## src/rtl/wb_pipe_buffer.sv

```systemverilog
// MEM->WB pipeline buffer: DEPTH-stage shift of writeback bundles with valid, stall, flush and occupancy.
// Optional forwarding compare is enabled by defining WB_PIPE_FWD_EN; otherwise fwd_hit/fwd_data read 0.
module wb_pipe_buffer #(
    parameter int DATA_W = 8,
    parameter int REG_AW = 3,
    parameter int DEPTH  = 2
) (
    input  logic                       clk,
    input  logic                       rst,
    input  logic                       stall,
    input  logic                       flush,
    input  logic                       in_valid,
    input  logic [DATA_W-1:0]          in_result,
    input  logic [REG_AW-1:0]          in_opa_adr,
    input  logic                       in_reg_we,
    input  logic [REG_AW-1:0]          in_dest_reg,
    output logic                       out_valid,
    output logic [DATA_W-1:0]          out_result,
    output logic [REG_AW-1:0]          out_opa_adr,
    output logic                       out_reg_we,
    output logic [REG_AW-1:0]          out_dest_reg,
    output logic [$clog2(DEPTH+1)-1:0] occupancy,
    input  logic [REG_AW-1:0]          fwd_addr,
    output logic                       fwd_hit,
    output logic [DATA_W-1:0]          fwd_data
);

    localparam int OCC_W = $clog2(DEPTH + 1);

    if (DEPTH < 1) begin : g_bad_depth
        $error("wb_pipe_buffer: DEPTH must be at least 1");
    end

    typedef struct packed {
        logic              valid;
        logic              reg_we;
        logic [DATA_W-1:0] result;
        logic [REG_AW-1:0] opa_adr;
        logic [REG_AW-1:0] dest_reg;
    } stage_t;

    // stage_q[0] is the youngest bundle, stage_q[DEPTH-1] the oldest.
    stage_t            stage_q [DEPTH];
    stage_t            in_stage;
    logic [OCC_W-1:0]  occ_q;
    logic [OCC_W-1:0]  occ_shift;

    // A bubble carries all-zero fields so nothing stale leaks downstream.
    always_comb begin
        in_stage = '0;
        if (in_valid) begin
            in_stage.valid    = 1'b1;
            in_stage.reg_we   = in_reg_we;
            in_stage.result   = in_result;
            in_stage.opa_adr  = in_opa_adr;
            in_stage.dest_reg = in_dest_reg;
        end
    end

    // Occupancy after a shift: the incoming valid plus every stage that moves down.
    always_comb begin
        occ_shift = OCC_W'(in_valid);
        for (int k = 0; k < DEPTH - 1; k++) begin
            occ_shift = occ_shift + OCC_W'(stage_q[k].valid);
        end
    end

    // NOTE: state updates use non-blocking assignments so every stage samples its predecessor's old value.
    always_ff @(posedge clk or posedge rst) begin
        if (rst) begin
            for (int k = 0; k < DEPTH; k++) begin
                stage_q[k] <= '0;
            end
            occ_q <= '0;
        end else if (flush) begin
            for (int k = 0; k < DEPTH; k++) begin
                stage_q[k] <= '0;
            end
            occ_q <= '0;
        end else if (!stall) begin
            stage_q[0] <= in_stage;
            for (int k = 1; k < DEPTH; k++) begin
                stage_q[k] <= stage_q[k-1];
            end
            occ_q <= occ_shift;
        end
    end

    assign out_valid    = stage_q[DEPTH-1].valid;
    assign out_result   = stage_q[DEPTH-1].result;
    assign out_opa_adr  = stage_q[DEPTH-1].opa_adr;
    assign out_reg_we   = stage_q[DEPTH-1].reg_we & stage_q[DEPTH-1].valid;
    assign out_dest_reg = stage_q[DEPTH-1].dest_reg;
    assign occupancy    = occ_q;

`ifdef WB_PIPE_FWD_EN
    // Scan oldest to youngest so the youngest matching stage wins.
    always_comb begin
        fwd_hit  = 1'b0;
        fwd_data = '0;
        for (int k = DEPTH - 1; k >= 0; k--) begin
            if (stage_q[k].valid && stage_q[k].reg_we && (stage_q[k].dest_reg == fwd_addr)) begin
                fwd_hit  = 1'b1;
                fwd_data = stage_q[k].result;
            end
        end
    end
`else
    logic unused_fwd_addr;
    assign unused_fwd_addr = ^fwd_addr;
    assign fwd_hit         = 1'b0;
    assign fwd_data        = '0;
`endif

endmodule

```

## config.mk

```make
export PLATFORM = sky130hd
export DESIGN_NAME = wb_pipe_buffer
export DESIGN_NICKNAME = d
export VERILOG_FILES = /design/src/rtl/wb_pipe_buffer.sv
export SDC_FILE = /design/constraint.sdc
export NUM_CORES = 1
export LEC_CHECK = 0
export ABC_AREA = 1
export BUFFER_PORTS_ARGS = -buffer_cell sky130_fd_sc_hd__buf_2
export CORE_ASPECT_RATIO = 1.75
export CORE_MARGIN = 2
export CORE_UTILIZATION = 55
export CTS_BUF_LIST = sky130_fd_sc_hd__clkbuf_4 sky130_fd_sc_hd__clkbuf_8 sky130_fd_sc_hd__clkbuf_16
export CTS_CLUSTER_DIAMETER = 150
export DETAILED_ROUTE_END_ITERATION = 7
export GPL_TIMING_DRIVEN = 1
export HOLD_SLACK_MARGIN = 0.12
export PLACE_DENSITY = 0.81
export REMOVE_ABC_BUFFERS = 1
export SLEW_MARGIN = 20
export SYNTH_ARGS = -nofsm -noshare
export SYNTH_HDL_FRONTEND = slang
export SYNTH_SLANG_ARGS = --single-unit
```

## constraint.sdc

```tcl
create_clock -name clk -period 2 [get_ports clk]
set_input_delay 0.1 -clock clk [delete_from_list [all_inputs] [get_ports clk]]
set_output_delay 0.1 -clock clk [all_outputs]
set_load 0.02 [all_outputs]
```

Yosys cells after proc, flatten, opt, wreduce, memory -nomap -nowiden. Index checks and enable logic that the tools add are counted.

Flip-flop bits (word level): 34. Bits of input ports: 23. Word-level logic and storage cells: 19.

Add/subtract/negate cells: 1. Equal/unequal tests: 1. Multiplexer cells: 5. Bitwise gates (word level): 1.

Operators with widths (count): two-way mux 32 bit (2); two-way mux 16 bit (1); two-way mux 2 bit (2); adder 1 x 1 -> 2 bit (1); inequality test 2 x 1 -> 1 bit, second input constant (1); bitwise AND 1 bit (1).

Logic depth before layout (Yosys ltp).
Word-level depth: 3. Mapped depth: 7.

Worst setup path after synthesis. Ideal clock, no wire load.

Path type: register -> register. Start point: register stage_q[31] (netlist name). End point: register occ_q[0] (netlist: occupancy[0]). Library setup time: 118 ps. Data arrival time: 797 ps. Setup slack: 1085 ps. Cell stages (with the launch flop): 4. Path through: dfrtp_1 > ha_1 > o21ai_2 > nor2_2.

Cells in the longest elaborated chain, start to end: 3.

Ends and longest elaborated chain: start: declaration (RTL line 43) `stage_t stage_q [DEPTH];`; start signal: indexed assignment (RTL line 83) `stage_q[k] <= stage_q[k-1];`; adder 1 x 1 -> 2 bit (RTL line 64) `occ_shift = occ_shift + OCC_W'(stage_q[k].valid);`; two-way mux 2 bit (RTL line 80) `end else if (!stall) begin`; two-way mux 2 bit (RTL line 75) `end else if (flush) begin`; end signal: assignment (RTL line 85) `occ_q <= occ_shift;`; end: declaration (RTL line 45) `logic [OCC_W-1:0] occ_q;`.

Every way passes these cells. The select of a mux whose other input is x is not followed. A chain may end at the register's enable or synchronous reset.

Final worst setup path.
Start point: register stage_q (netlist bit out_valid). End point: output out_reg_we.

Cells in the longest elaborated chain, start to end: 1.

Ends and longest elaborated chain: bitwise AND 1 bit (RTL line 92) `assign out_reg_we = stage_q[DEPTH-1].reg_we & stage_q[DEPTH-1].valid;`; end: declaration (RTL line 20) `output logic out_reg_we,`.

Every way passes these cells.

==> out/summary.log <==
[power] power density over cell area 741.3 mW/mm2
[timing] upper clock frequency limit 951.0 MHz
[clocking] clock input transition at the sequential cells of the worst setup and hold paths 0.06 ns
[clocking] Inserted Clock Buffers 5
[clocking] root buffer selected by CTS sky130_fd_sc_hd__clkbuf_8
[global_routing] wire length of the first global-routing pass 5361 um
[timing] unrepaired setup endpoints after global routing no
[global_routing] maximum number of pins on one net before global-route repair 35
[yosys] Post-Synthesis Mean Instance Area 8.519 um2
[critical_path] kind of launch point of the worst setup path flop
[route] DR pass1 iterations 4
[hold_path] end point of the worst hold path stage_q[22]
[critical_path] FF-to-FF End occupancy[0]
[critical_path] type of element capturing the critical path primary output
[final_layout] layout cell share with drive strength beyond 1 27.20%
[final_layout] Post-Layout Cell Count 282
[die] starting density of the core 57.29%
[place] area of placed instances 0.001768 mm2
[place] Placer Congestion 0.7214
[yosys] most area-hungry cell type in the Yosys netlist sky130_fd_sc_hd__dfrtp_1
[timing] clk_skew 0.003565 ns
[timing] post-route clock period utilization 52.57%
[global_routing] overall track demand over capacity in global routing 20.40%
[final_layout] flip-flop count of the largest register after layout 17
[hold_path] number of instances on the worst hold path 5
[critical_path] classification of the worst setup path reg -> out
[route] number of DRC markers in iteration 0 44
[timing] post-layout worst setup margin 0.9485 ns
[die] number of placed I/O pins 50
[route] Vias 1277
[place] cell total after placement 264
[hold_path] hold_sp in_result[0]
[yosys] post-synthesis instance area 0.001780 mm2
[die] die area 0.003726 mm2
[timing] worst hold margin 0.1204 ns
[yosys] number of flip-flops and latches in the synthesized netlist 34
[clocking] insertion delay to the later sink of the worst-skew pair 0.28 ns
[yosys] Post-Synthesis Cells 209
[clocking] TritonCTS Sinks 34
[clocking] CTS tree done
[critical_path] worst-case register-to-register setup slack 1.03 ns
[job] Max Cap Viol 0
[timing] post-layout minimum cycle time 1.051 ns
[critical_path] startpoint of the most critical register-to-register path stage_q[31]
[route] average vias per placed instance 4.528
[critical_path] crit path DAT 0.95 ns
[timing] Max-slew headroom 64.85%
[final_layout] post-route standard cell area excluding fillers 0.001962 mm2
[global_routing] via count of the first global-routing pass 1244
[die] area of the core 0.003108 mm2
[yosys] area share of the largest cell type after synthesis 47.79%
[clocking] maximum buffer depth of the clock tree 2
[die] vertical extent of the die 79.27 um
[route] antenna viol nets, final 0
[global_routing] initial antenna violation count 0
[route] post-route DRC violation count 0
[final_layout] number of inserted diodes 0
[timing] Final Max Tran Viols 0
[critical_path] CP required 1.90 ns
[run_status] outcome finished, final reports clean
[die] number of placement rows 27
[yosys] fraction of the yosys area taken by sequential cells 47.79%
[place] Worst Setup Slack post-DPL 0.9136 ns
[final_layout] Layout Nets 263
[power] cell leakage power 1.093 nW
[final_layout] Largest Register stage_q
[place] total half-perimeter wirelength after legalization and detailed placement 1908 um
[final_layout] area overhead of the layout relative to synthesis 10.19%
[die] Chip Width 47.01 um
[power] PnR Total Power 1.454 mW
[route] wirelength, routed 3058 um
[yosys] main area contributors after synthesis sky130_fd_sc_hd__dfrtp_1 (48%), sky130_fd_sc_hd__nand2_1 (14%), sky130_fd_sc_hd__buf_4 (11%)
[clocking] htree depth 2
[power] IR Drop Worst-Case VDD 0.6644 mV
[global_routing] total overflow reported by the global router 0
[timing] transition at the pin with the smallest max-transition slack 0.5273 ns
[route] WL per Instance 10.84 um
[yosys] Warnings, synthesis 0
[timing] final hold violations 0
[critical_path] maximum fanout encountered on the critical timing path 3
[hold_path] worst hold path class in -> reg
[timing] setup violators final 0
[yosys] library cells used by synthesis 19
[critical_path] logic depth of the worst register-to-register path 3
[final_layout] final core utilization 63.12%
[timing] Setup TNS Final 0 ns
[place] port bufs 37
## synthesized netlist by cell type (all sizes together)
master  count
nand2      66
nor2       49
dfrtp      34
buf        33
o21ai      17
inv         5
nand3       2
clkbuf      1
conb        1
ha          1
## cell families (layout without fill, tap and decap cells)
logic type,Yosys count,after routing,share of synthesized area [%]
fa+ha+maj,1,1,0.7026
simple gates,117,117,26.84
buf+inv,39,61,17.99
flops,34,34,47.79
other cells,1,9,0.2106
compound gates,17,17,6.465
## worst max-delay path, cell delays in order (launching register included)
cell,delay [ns]
sky130_fd_sc_hd__dfrtp_1,0.40
sky130_fd_sc_hd__nand2_1,0.08
sky130_fd_sc_hd__inv_1,0.04
sky130_fd_sc_hd__buf_2,0.15
## final cells by class
type | instances | area [um2]
Inverter | 5 | 31.28
Timing Repair Buffer | 49 | 302.8
Clock buffer | 7 | 83.83
Fill cell | 312 | 1146
Multi-Input combinational cell | 144 | 639.4
Sequential cell | 34 | 850.8
Tap cell | 43 | 53.80
## power by group
group          switching [mW]  leakage (nW)  internal [mW]  total [mW]
Clock                   0.222        0.0452          0.266       0.488
Sequential             0.0195         0.455          0.725       0.745
Combinational           0.145         0.593         0.0764       0.221
## layer usage
metal | global-route usage (%) | part of all wire [%] | vias to the layer above
met2 | 34.38 | 54 | 29
li1 | - | - | 662
met4 | 10.56 | 2.4 | 0
met3 | 6.136 | 4.1 | 5
met5 | 0 | 0 | -
met1 | 21.48 | 40 | 581
## timing repair
action | CTS | global route
hold endpoints to repair | 44 | 0
gates resized for setup | 0 | 0
buffers inserted | 0 | 0
hold buffers | 11 | 0
## how the worst max path moves through the flow
stage | slack (ns) | from | cells after the start | endpoint
floorplan | 1.08 | stage_q[31] | 3 | occupancy[0]
global route | 0.89 | out_valid | 3 | out_reg_we
global placement | 0.92 | flush | 6 | stage_q[24]
CTS | 0.93 | out_valid | 3 | out_reg_we
detailed placement | 0.91 | flush | 6 | stage_q[17]
finish | 0.95 | out_valid | 3 | out_reg_we
## cells in the final DEF, fill, tap and decap left out
| cell type | instances |
|---|---|
| sky130_fd_sc_hd__buf_4 | 1 |
| sky130_fd_sc_hd__inv_6 | 2 |
| sky130_fd_sc_hd__clkbuf_4 | 2 |
| sky130_fd_sc_hd__conb_1 | 9 |
| sky130_fd_sc_hd__dfrtp_1 | 34 |
| sky130_fd_sc_hd__nand3_1 | 2 |
| sky130_fd_sc_hd__nor2_1 | 41 |
| sky130_fd_sc_hd__inv_1 | 2 |
| sky130_fd_sc_hd__nand2_1 | 65 |
| sky130_fd_sc_hd__buf_2 | 37 |
| sky130_fd_sc_hd__nand2_8 | 1 |
| sky130_fd_sc_hd__inv_4 | 1 |
| sky130_fd_sc_hd__dlygate4sd3_1 | 11 |
| sky130_fd_sc_hd__o21ai_2 | 8 |
| sky130_fd_sc_hd__ha_1 | 1 |
| sky130_fd_sc_hd__clkbuf_8 | 5 |
| sky130_fd_sc_hd__nor2_2 | 8 |
| sky130_fd_sc_hd__o21ai_0 | 9 |
(Power assumes the default switching activity.)
